$ cat config.mk
export PLATFORM = sky130hd
export DESIGN_NAME = mux_nx1_stream
export DESIGN_NICKNAME = d
export VERILOG_FILES = /design/src/rtl/mux_nx1_stream.sv
export SDC_FILE = /design/constraint.sdc
export NUM_CORES = 1
export LEC_CHECK = 0
export ABC_AREA = 0
export CAP_MARGIN = 20
export CORE_UTILIZATION = 32
export DETAILED_ROUTE_END_ITERATION = 6
export PLACE_DENSITY_LB_ADDON = 0.12
export SYNTH_ARGS = -nofsm -noshare
export SYNTH_HDL_FRONTEND = slang
export SYNTH_SLANG_ARGS = --single-unit
$ cat constraint.sdc
create_clock -name clk -period 1.9 [get_ports clk]
set_input_delay 0.285 -clock clk [delete_from_list [all_inputs] [get_ports clk]]
set_output_delay 0.285 -clock clk [all_outputs]
set_load 0.005 [all_outputs]
$ cat src/rtl/mux_nx1_stream.sv
// N-to-1 stream multiplexer with a single registered output stage.
// Channel `sel` is forwarded to a valid/ready output register; unselected
// channels never see ready. A drained register is refilled on the same edge,
// so back-to-back beats stream at one per cycle.
//
// Optional build macro: MUX_SEL_ERR_EN adds the sticky `sel_err` output, set
// when any in_valid is high while `sel` points past the last channel.
module mux_nx1_stream #(
  parameter int unsigned WIDTH = 8,
  parameter int unsigned N_IN  = 4,
  parameter int unsigned SEL_W = 2
) (
  input  logic                  clk,
  input  logic                  rst,
  input  logic [SEL_W-1:0]      sel,
  input  logic [N_IN*WIDTH-1:0] in_data,
  input  logic [N_IN-1:0]       in_valid,
  output logic [N_IN-1:0]       in_ready,
  output logic [WIDTH-1:0]      out_data,
  output logic                  out_valid,
  input  logic                  out_ready
`ifdef MUX_SEL_ERR_EN
  ,
  output logic                  sel_err
`endif
);

  // One extra bit so N_IN == 2**SEL_W still fits in the comparison.
  localparam logic [SEL_W:0] NumIn = (SEL_W + 1)'(N_IN);

  logic             out_valid_q, out_valid_d;
  logic [WIDTH-1:0] out_data_q, out_data_d;

  logic             sel_ok;
  logic             load_en;
  logic             sel_valid;
  logic [WIDTH-1:0] sel_data;
  logic             transfer;

  // Unused select codes above N_IN-1 count as out of range.
  assign sel_ok  = ({1'b0, sel} < NumIn);
  // Register may load when empty or when its beat leaves this cycle.
  assign load_en = !out_valid_q || out_ready;

  // Pick the selected channel's valid and data; out-of-range leaves zeros.
  always_comb begin
    sel_valid = 1'b0;
    sel_data  = '0;
    for (int unsigned i = 0; i < N_IN; i++) begin
      if (sel == SEL_W'(i)) begin
        sel_valid = in_valid[i];
        sel_data  = in_data[i*WIDTH +: WIDTH];
      end
    end
  end

  // Ready goes only to the selected in-range channel, and never during reset.
  always_comb begin
    in_ready = '0;
    for (int unsigned i = 0; i < N_IN; i++) begin
      in_ready[i] = !rst && sel_ok && load_en && (sel == SEL_W'(i));
    end
  end

  assign transfer = sel_valid && sel_ok && load_en && !rst;

  // Output register next state: load on transfer, clear on drain, else hold.
  always_comb begin
    out_valid_d = out_valid_q;
    out_data_d  = out_data_q;
    if (transfer) begin
      out_valid_d = 1'b1;
      out_data_d  = sel_data;
    end else if (out_ready) begin
      out_valid_d = 1'b0;
    end
  end

  // Output register with synchronous reset; a held beat is dropped on reset.
  always_ff @(posedge clk) begin
    if (rst) begin
      out_valid_q <= 1'b0;
      out_data_q  <= '0;
    end else begin
      out_valid_q <= out_valid_d;
      out_data_q  <= out_data_d;
    end
  end

  assign out_valid = out_valid_q;
  assign out_data  = out_data_q;

`ifdef MUX_SEL_ERR_EN
  logic sel_err_q, sel_err_d;

  // Sticky flag: any valid request while the select is out of range.
  always_comb begin
    sel_err_d = sel_err_q | (!sel_ok && (|in_valid));
  end

  // Flag register, cleared only by reset.
  always_ff @(posedge clk) begin
    if (rst) begin
      sel_err_q <= 1'b0;
    end else begin
      sel_err_q <= sel_err_d;
    end
  end

  assign sel_err = sel_err_q;
`endif

endmodule

-- After elaboration in Yosys (flattened, before gate mapping)
Cells that the tools add are included.
- register bits after elaboration: 9
- bits of input ports: 41
- output and inout port bits: 13
- word-level logic and storage cells: 27
- equality and inequality tests: 3
- mux-type cells: 10
- reductions and logical operators: 12
- operators by type and width (cell ; count):
    $mux 8 ; 4
    $logic_and 1x1->1 ; 7
    $mux 1 ; 6
    $eq 2x2->1 const B ; 2
    $eq 2x1->1 const B ; 1
    $logic_not 1->1 ; 2
    $logic_not 2->1 ; 1
    $reduce_bool 2->1 ; 1
    $logic_or 1x1->1 ; 1

-- Depth between registers and ports, before layout
Gate-level depths: netlist (run 1).
- depth in word-level cells: 8
- depth in mapped cells: 5
- gate-level depth less buffers: 3

-- Worst setup path before layout (run 1)
OpenSTA, ideal clock, no wires.
- path type: input -> register
- start: input port sel[0]
- end: register out_data_q[6] (netlist: out_data[6])
- setup time: 67 ps
- data arrival time: 1328 ps
- data required time: 1833 ps
- path slack: 504 ps
- stages: 4
- path buffers: 1
- path through: mux4_2 > buf_6 > a31o_1 > a21oi_2
- cells in the longest elaborated chain, start to end: 7
- elaborated cells on any way between the ends: 14
- those cells by class: eq/ne (3); mux (8); reduce/logical (3)
- RTL lines (element ; RTL line ; text):
    start: declaration ; 15 ; input logic [SEL_W-1:0] sel,
    $logic_not 2->1 ; 50 ; if (sel == SEL_W'(i)) begin
    $mux 1 (4 in series) ; 50 ;
    $logic_and 1x1->1 (2 in series) ; 65 ; assign transfer = sel_valid && sel_ok && load_en && !rst;
    end signal: assignment ; 86 ; out_data_q <= out_data_d;
    end: declaration ; 32 ; logic [WIDTH-1:0] out_data_q, out_data_d;
Several ways; a longest one is shown, not always the timed one.
A chain may end at the register's enable or synchronous reset.

-- Worst setup path in the final report (run 1)
- start: input port out_ready
- end: output port in_ready[1]
- cells in the longest elaborated chain, start to end: 3
- RTL lines (element ; RTL line ; text):
    start: declaration ; 21 ; input logic out_ready
    $logic_or 1x1->1 ; 43 ; assign load_en = !out_valid_q || out_ready;
    $logic_and 1x1->1 (2 in series) ; 61 ; in_ready[i] = !rst && sel_ok && load_en && (sel == SEL_W'(i));
    end: declaration ; 18 ; output logic [N_IN-1:0] in_ready,
No other way between the ends.

==> impl_metrics.ini, run 1 <==
[timing]
relSlewSlack_pct = 79.3
min_period_ns = 1.63
finalSetupViolCount = 0
rsz0062_at_grt = false
setup_ws_ns = 0.271
hold_violations = 0
slew_viol_final = 0
setup_tns_ns = 0
min_period_over_period_pct = 85.7
worst_slew_pin_slew_ns = 0.310
max_freq_mhz = 614
skew_ns = 0.00125

[final_layout]
utilization_pct = 65.7
diodes = 0
finalNetCount = 166
final_cell_mix = clkdlybuf4s50_1 (46), dfxtp_1 (9), nand4_1 (8), inv_1 (8), a31o_1 (8)
n_fill_cell = 169
instances_no_fill = 151
area_delta_synth_final_pct = 92.6
drive_gt1_share_pct = 16.1
stdcell_area_sq_um = 1300
final_common_cell = clkdlybuf4s50_1

[power]
ir_worst_vdd_uv = 222
p_comb_share_pct = 38.6
clockPowerShare_pct = 26.0
cellLeakagePower_nw = 0.502
swShare_pct = 25.9
p_seq_share_pct = 35.4
p_per_area_nw_per_um2 = 455
internal-power_mw = 0.439
power_switching_mw = 0.153

[die]
fp.dieH_um = 48.0
fp.dieArea_sq_um = 2300
die_w_um = 48.0
core_area_sq_um = 1980
row_count = 16
start_util_pct = 34.1
boundaryPins = 54

[place]
dp_cells = 147
port_buffers = 53
dp_slack_ns = -0.148
gp_congestion = 0.723
placed_cell_area_sq_um = 1260
dpl.hpwl_um = 1530

[routing]
drc_errors = 0
post_drt_wl_per_cell_um = 12.2
routed_wl_um = 1840
via_per_inst = 5.01
drtIter0Drc = 16
dr.pass1.iters = 4
antenna_left = 0
vias = 756

[clocking]
cts_buffer_depth = 2
cts_tree = built
clk_latency_ns = 0.27
cts_buffers = 3
cts_sinks = 9
cts_setup_buffers = 0
h-tree-depth = 1
root_buffer = clkbuf_4
cts.reportedPaths.clkPinSlew_ns = 0.06

[worst_setup_path]
crit_type = input pin to output port
worstPathMaxFanout = 4
slowest_delay_ns = 0.47
end_kind = output port
cp_slowest_cell = clkdlybuf4s50_1
arrival_ns = 1.34
worstRegToRegCells = 4
path_cells = clkdlybuf4s50_1, nor2b_1, nor4b_1, dlygate4sd2_1
cp-start-kind = input pin
cp.required_ns = 1.62

[yosys]
ys_seq_area_share_pct = 26.7
synth_warnings = 0
synth_area_sq_um = 676
yosysUniqueCellTypes = 19
ys_ff_latch = 9
syn_inst = 66
synth_nets = 107
syn_area_per_cell_sq_um = 10.2

[global_route]
first_global_vias = 666
antenna_found_initial = 0
grt_usage_pct = 18.5
grt_overflow = 0
grt_max_degree = 18
grt_pass1_wl_um = 2900

[min_path]
hold_class = input pin to flop
hold_depth = 3

[run]
maxCapViolCount = 0

[status]
outcome = complete, no violations
==> area by class of cell <==
cell class | count | area, sq um | share of cell area [%]
Clock buffer | 4 | 26.3 | 2.02
Inverter | 9 | 33.8 | 2.60
Multi-Input combinational cell | 41 | 434 | 33.4
Sequential cell | 9 | 180 | 13.8
Tap cell | 27 | 33.8 | 2.60
Timing Repair Buffer | 61 | 593 | 45.6
==> logic make-up (layout without fill, tap and decap cells) <==
logic type / count (synthesis) / count (layout) / share of synthesized area, %
compound gates: 16 / 16 / 16.9
simple gates: 16 / 16 / 15.2
buf+inv: 16 / 74 / 10.2
mux: 9 / 9 / 31.1
flops: 9 / 9 / 26.7
==> cell usage after synthesis <==
master / count / share of area, %
dfxtp_1: 9 / 27
a31o_1: 8 / 10
inv_1: 8 / 4.4
nand4_1: 8 / 7.4
a21oi_1: 7 / 5.2
mux4_2: 7 / 23
clkbuf_1: 4 / 2.2
mux4_1: 2 / 7.8
nor2_1: 2 / 1.1
nor4b_1: 2 / 2.6
a21oi_2: 1 / 1.3
and4_1: 1 / 1.3
buf_1: 1 / 0.56
buf_2: 1 / 0.74
buf_6: 1 / 1.7
clkinv_1: 1 / 0.56
nand2b_1: 1 / 0.93
nor2b_1: 1 / 0.93
nor4_1: 1 / 0.93
==> worst paths after layout <==
kind | slack [ns] | to | from
worst max-delay path | 0.27 | in_ready[1] | out_ready
worst min-delay path | 0.49 | out_data[6] | rst
worst max register to register | 0.85 | out_data[2] | out_valid
worst min register to register | 0.53 | out_data[7] | out_data[7]
==> metal layers <==
layer / part of all wire (%) / routed length, um / global-route usage, %
met4: 3.0 / 55 / 10.0
met1: 44 / 807 / 26.3
met2: 45 / 827 / 25.7
met3: 7.9 / 145 / 4.53
met5: 0 / 0 / 0
==> stage by stage <==
step                      power, mW  hold slack [ns]
after floorplan               0.309            0.513
after global placement        0.441            0.522
after detailed placement      0.444            0.527
after CTS                     0.596            0.536
after global routing          0.626            0.535
final                         0.592            0.488
==> critical path: cells and delay by family <==
| family | cells | cell delay, ns |
|---|---|---|
| and+or+nand+nor | 2 | 0.32 |
| buffers and inverters | 2 | 0.74 |
==> power by group through the flow <==
stage	sequential, mW	combinational (mW)	clock [mW]
4_1_cts	0.208	0.229	0.158
2_1_floorplan	0.214	0.0951	0
3_3_place_gp	0.212	0.229	0
5_1_grt	0.211	0.249	0.166
6_report	0.209	0.228	0.154
3_5_place_dp	0.213	0.232	0
==> registers in the layout, summed over array words and instances, names as in the netlist <==
register	cells
out_valid	1
out_data	8
==> repair_timing <==
action,4_1_cts,5_1_grt
gates cloned,0,0
setup endpoints to repair,4,1
resized for setup,6,3
hold buffers,0,0
(Power assumes the default switching activity.)
==> run 2, diff against run 1 <==
--- a/config.mk
+++ b/config.mk
@@ -6,6 +6,7 @@
 export NUM_CORES = 1
 export LEC_CHECK = 0
 export ABC_AREA = 0
+export ABC_CLOCK_PERIOD_IN_PS = 1900
 export CAP_MARGIN = 20
 export CORE_UTILIZATION = 32
 export DETAILED_ROUTE_END_ITERATION = 6
==> results of run 2 <==
No change in the layout: final DEF, timing and power equal those of run 1.
==> run 3, diff against run 2 <==
--- a/config.mk
+++ b/config.mk
@@ -11,6 +11,7 @@
 export CORE_UTILIZATION = 32
 export DETAILED_ROUTE_END_ITERATION = 6
 export PLACE_DENSITY_LB_ADDON = 0.12
+export SETUP_SLACK_MARGIN = 0.05
 export SYNTH_ARGS = -nofsm -noshare
 export SYNTH_HDL_FRONTEND = slang
 export SYNTH_SLANG_ARGS = --single-unit
==> run 3 against run 2 <==
Net effect: via count is 0.53% higher; clock power hardly changed; cell area is 1.1% lower.
==> impl_metrics.ini, run 3 (same netlist as run 1, synthesis figures left out) <==
[global_route]
antenna_found_initial = 0
grt_overflow = 0
first_global_vias = 666
grt_pass1_wl_um = 2900
grt_usage_pct = 18.5
grt_max_degree = 18

[timing]
slew_viol_final = 0
setup_tns_ns = 0
min_period_ns = 1.68
hold_violations = 0
hold_ws_ns = 0.534
finalSetupViolCount = 0
worst_slew_pin_slew_ns = 0.311
relSlewSlack_pct = 79.3
min_period_over_period_pct = 88.4
max_freq_mhz = 595
setup_ws_ns = 0.221
skew_ns = 0.00107
rsz0062_at_grt = false

[clocking]
cts_buffers = 3
cts_buffer_depth = 2
clk_latency_ns = 0.27
cts_tree = built
cts_hold_buf = 0
cts_sinks = 9
cts.reportedPaths.clkPinSlew_ns = 0.06
h-tree-depth = 1
root_buffer = clkbuf_4

[run]
maxCapViolCount = 0

[worst_setup_path]
path_cells = clkdlybuf4s50_1, clkinv_1, and4_1, dlygate4sd2_1
crit_path_start = rst
cp-start-kind = input pin
cp.required_ns = 1.62
r2r_slack_ns = 0.86
cp_num_buf_inv = 3
cp_slowest_cell = clkdlybuf4s50_1
r2r-end = out_data[2]
cp_top_family = buffers and inverters
arrival_ns = 1.39
crit_type = input pin to output port
end_kind = output port
slowest_delay_ns = 0.56
worstPathMaxFanout = 5
worstRegToRegCells = 4
r2r_start = out_valid

[power]
design_power_total_mw = 0.590
ir_worst_vdd_uv = 222
cellLeakagePower_nw = 0.474
p_per_area_nw_per_um2 = 458

[final_layout]
diodes = 0
utilization_pct = 65.0
n_fill_cell = 171
drive_gt1_share_pct = 15.3
multiInputGateArea_sq_um = 427
final_cell_mix = clkdlybuf4s50_1 (47), dfxtp_1 (9), nand4_1 (8), inv_1 (8), a31o_1 (8)
area_delta_synth_final_pct = 90.6
regArea_sq_um = 180
finalNetCount = 166
largest_reg_flops = 8
final_common_cell = clkdlybuf4s50_1
instances_no_fill = 151
stdcell_area_sq_um = 1290

[routing]
routed_wl_um = 1840
antenna_left = 0
drtIter0Drc = 18
post_drt_wl_per_cell_um = 12.2
dr.pass1.iters = 4
via_per_inst = 5.03
vias = 760
drc_errors = 0

[die]
start_util_pct = 34.1
fp.dieH_um = 48.0
row_count = 16
boundaryPins = 54
core_area_sq_um = 1980
die_w_um = 48.0
fp.dieArea_sq_um = 2300

[place]
placed_cell_area_sq_um = 1260
dp_cells = 147
port_buffers = 53
dp_slack_ns = -0.148
gp_congestion = 0.723
dpl.hpwl_um = 1530

[min_path]
hp-start = out_data[7]
min_to = out_data[7]
hold_depth = 3
hold_class = flop to flop

[status]
outcome = complete, no violations
[run 3: changes by cell type in the layout (fill, tap and decap cells not counted), sizes merged]
| cell | before | now |
|---|---|---|
| dlymetal6s2s | 2 | 0 |
| clkdlybuf4s50 | 46 | 47 |
| dlygate4sd2 | 5 | 6 |
[run 3: repair_timing]
action | 4_1_cts | 5_1_grt
endpoints found under the setup margin | 4 | 0
setup buffers | 0 | 0
gates resized for setup | 7 | 0
[run 3: layout make-up]
class | count | area share, %
clock buffer | 4 | 2.04
inverter | 9 | 2.62
multi-input combinational | 41 | 33.1
sequential | 9 | 14.0
tap | 27 | 2.62
timing repair buffer | 61 | 45.6
[run 3: where the power goes]
part / internal (mW) / switching (mW)
Sequential: 0.202 / 0.00630
Clock: 0.0813 / 0.0729
Combinational: 0.154 / 0.0731
[run 3: how the worst max path moves through the flow]
stage          depth (start not counted)  slack, ns     endpoint
2_1_floorplan                          4       0.50  out_data[6]
3_3_place_gp                           4      -0.12  in_ready[2]
3_5_place_dp                           3      -0.15  in_ready[1]
4_1_cts                                4       0.21  in_ready[3]
5_1_grt                                4       0.13  in_ready[3]
6_report                               4       0.22  in_ready[3]
[run 3: routing by layer]
metal,global-route usage (%),wire (um)
met5,0,0
met4,10.0,55
met3,4.53,146
met2,25.7,830
met1,26.3,806
[run 3: tightest hold or removal path: stages (launching register included)]
cell and delay, ns:
dfxtp_1 0.31, inv_1 0.04, a31o_1 0.08, a21oi_1 0.05
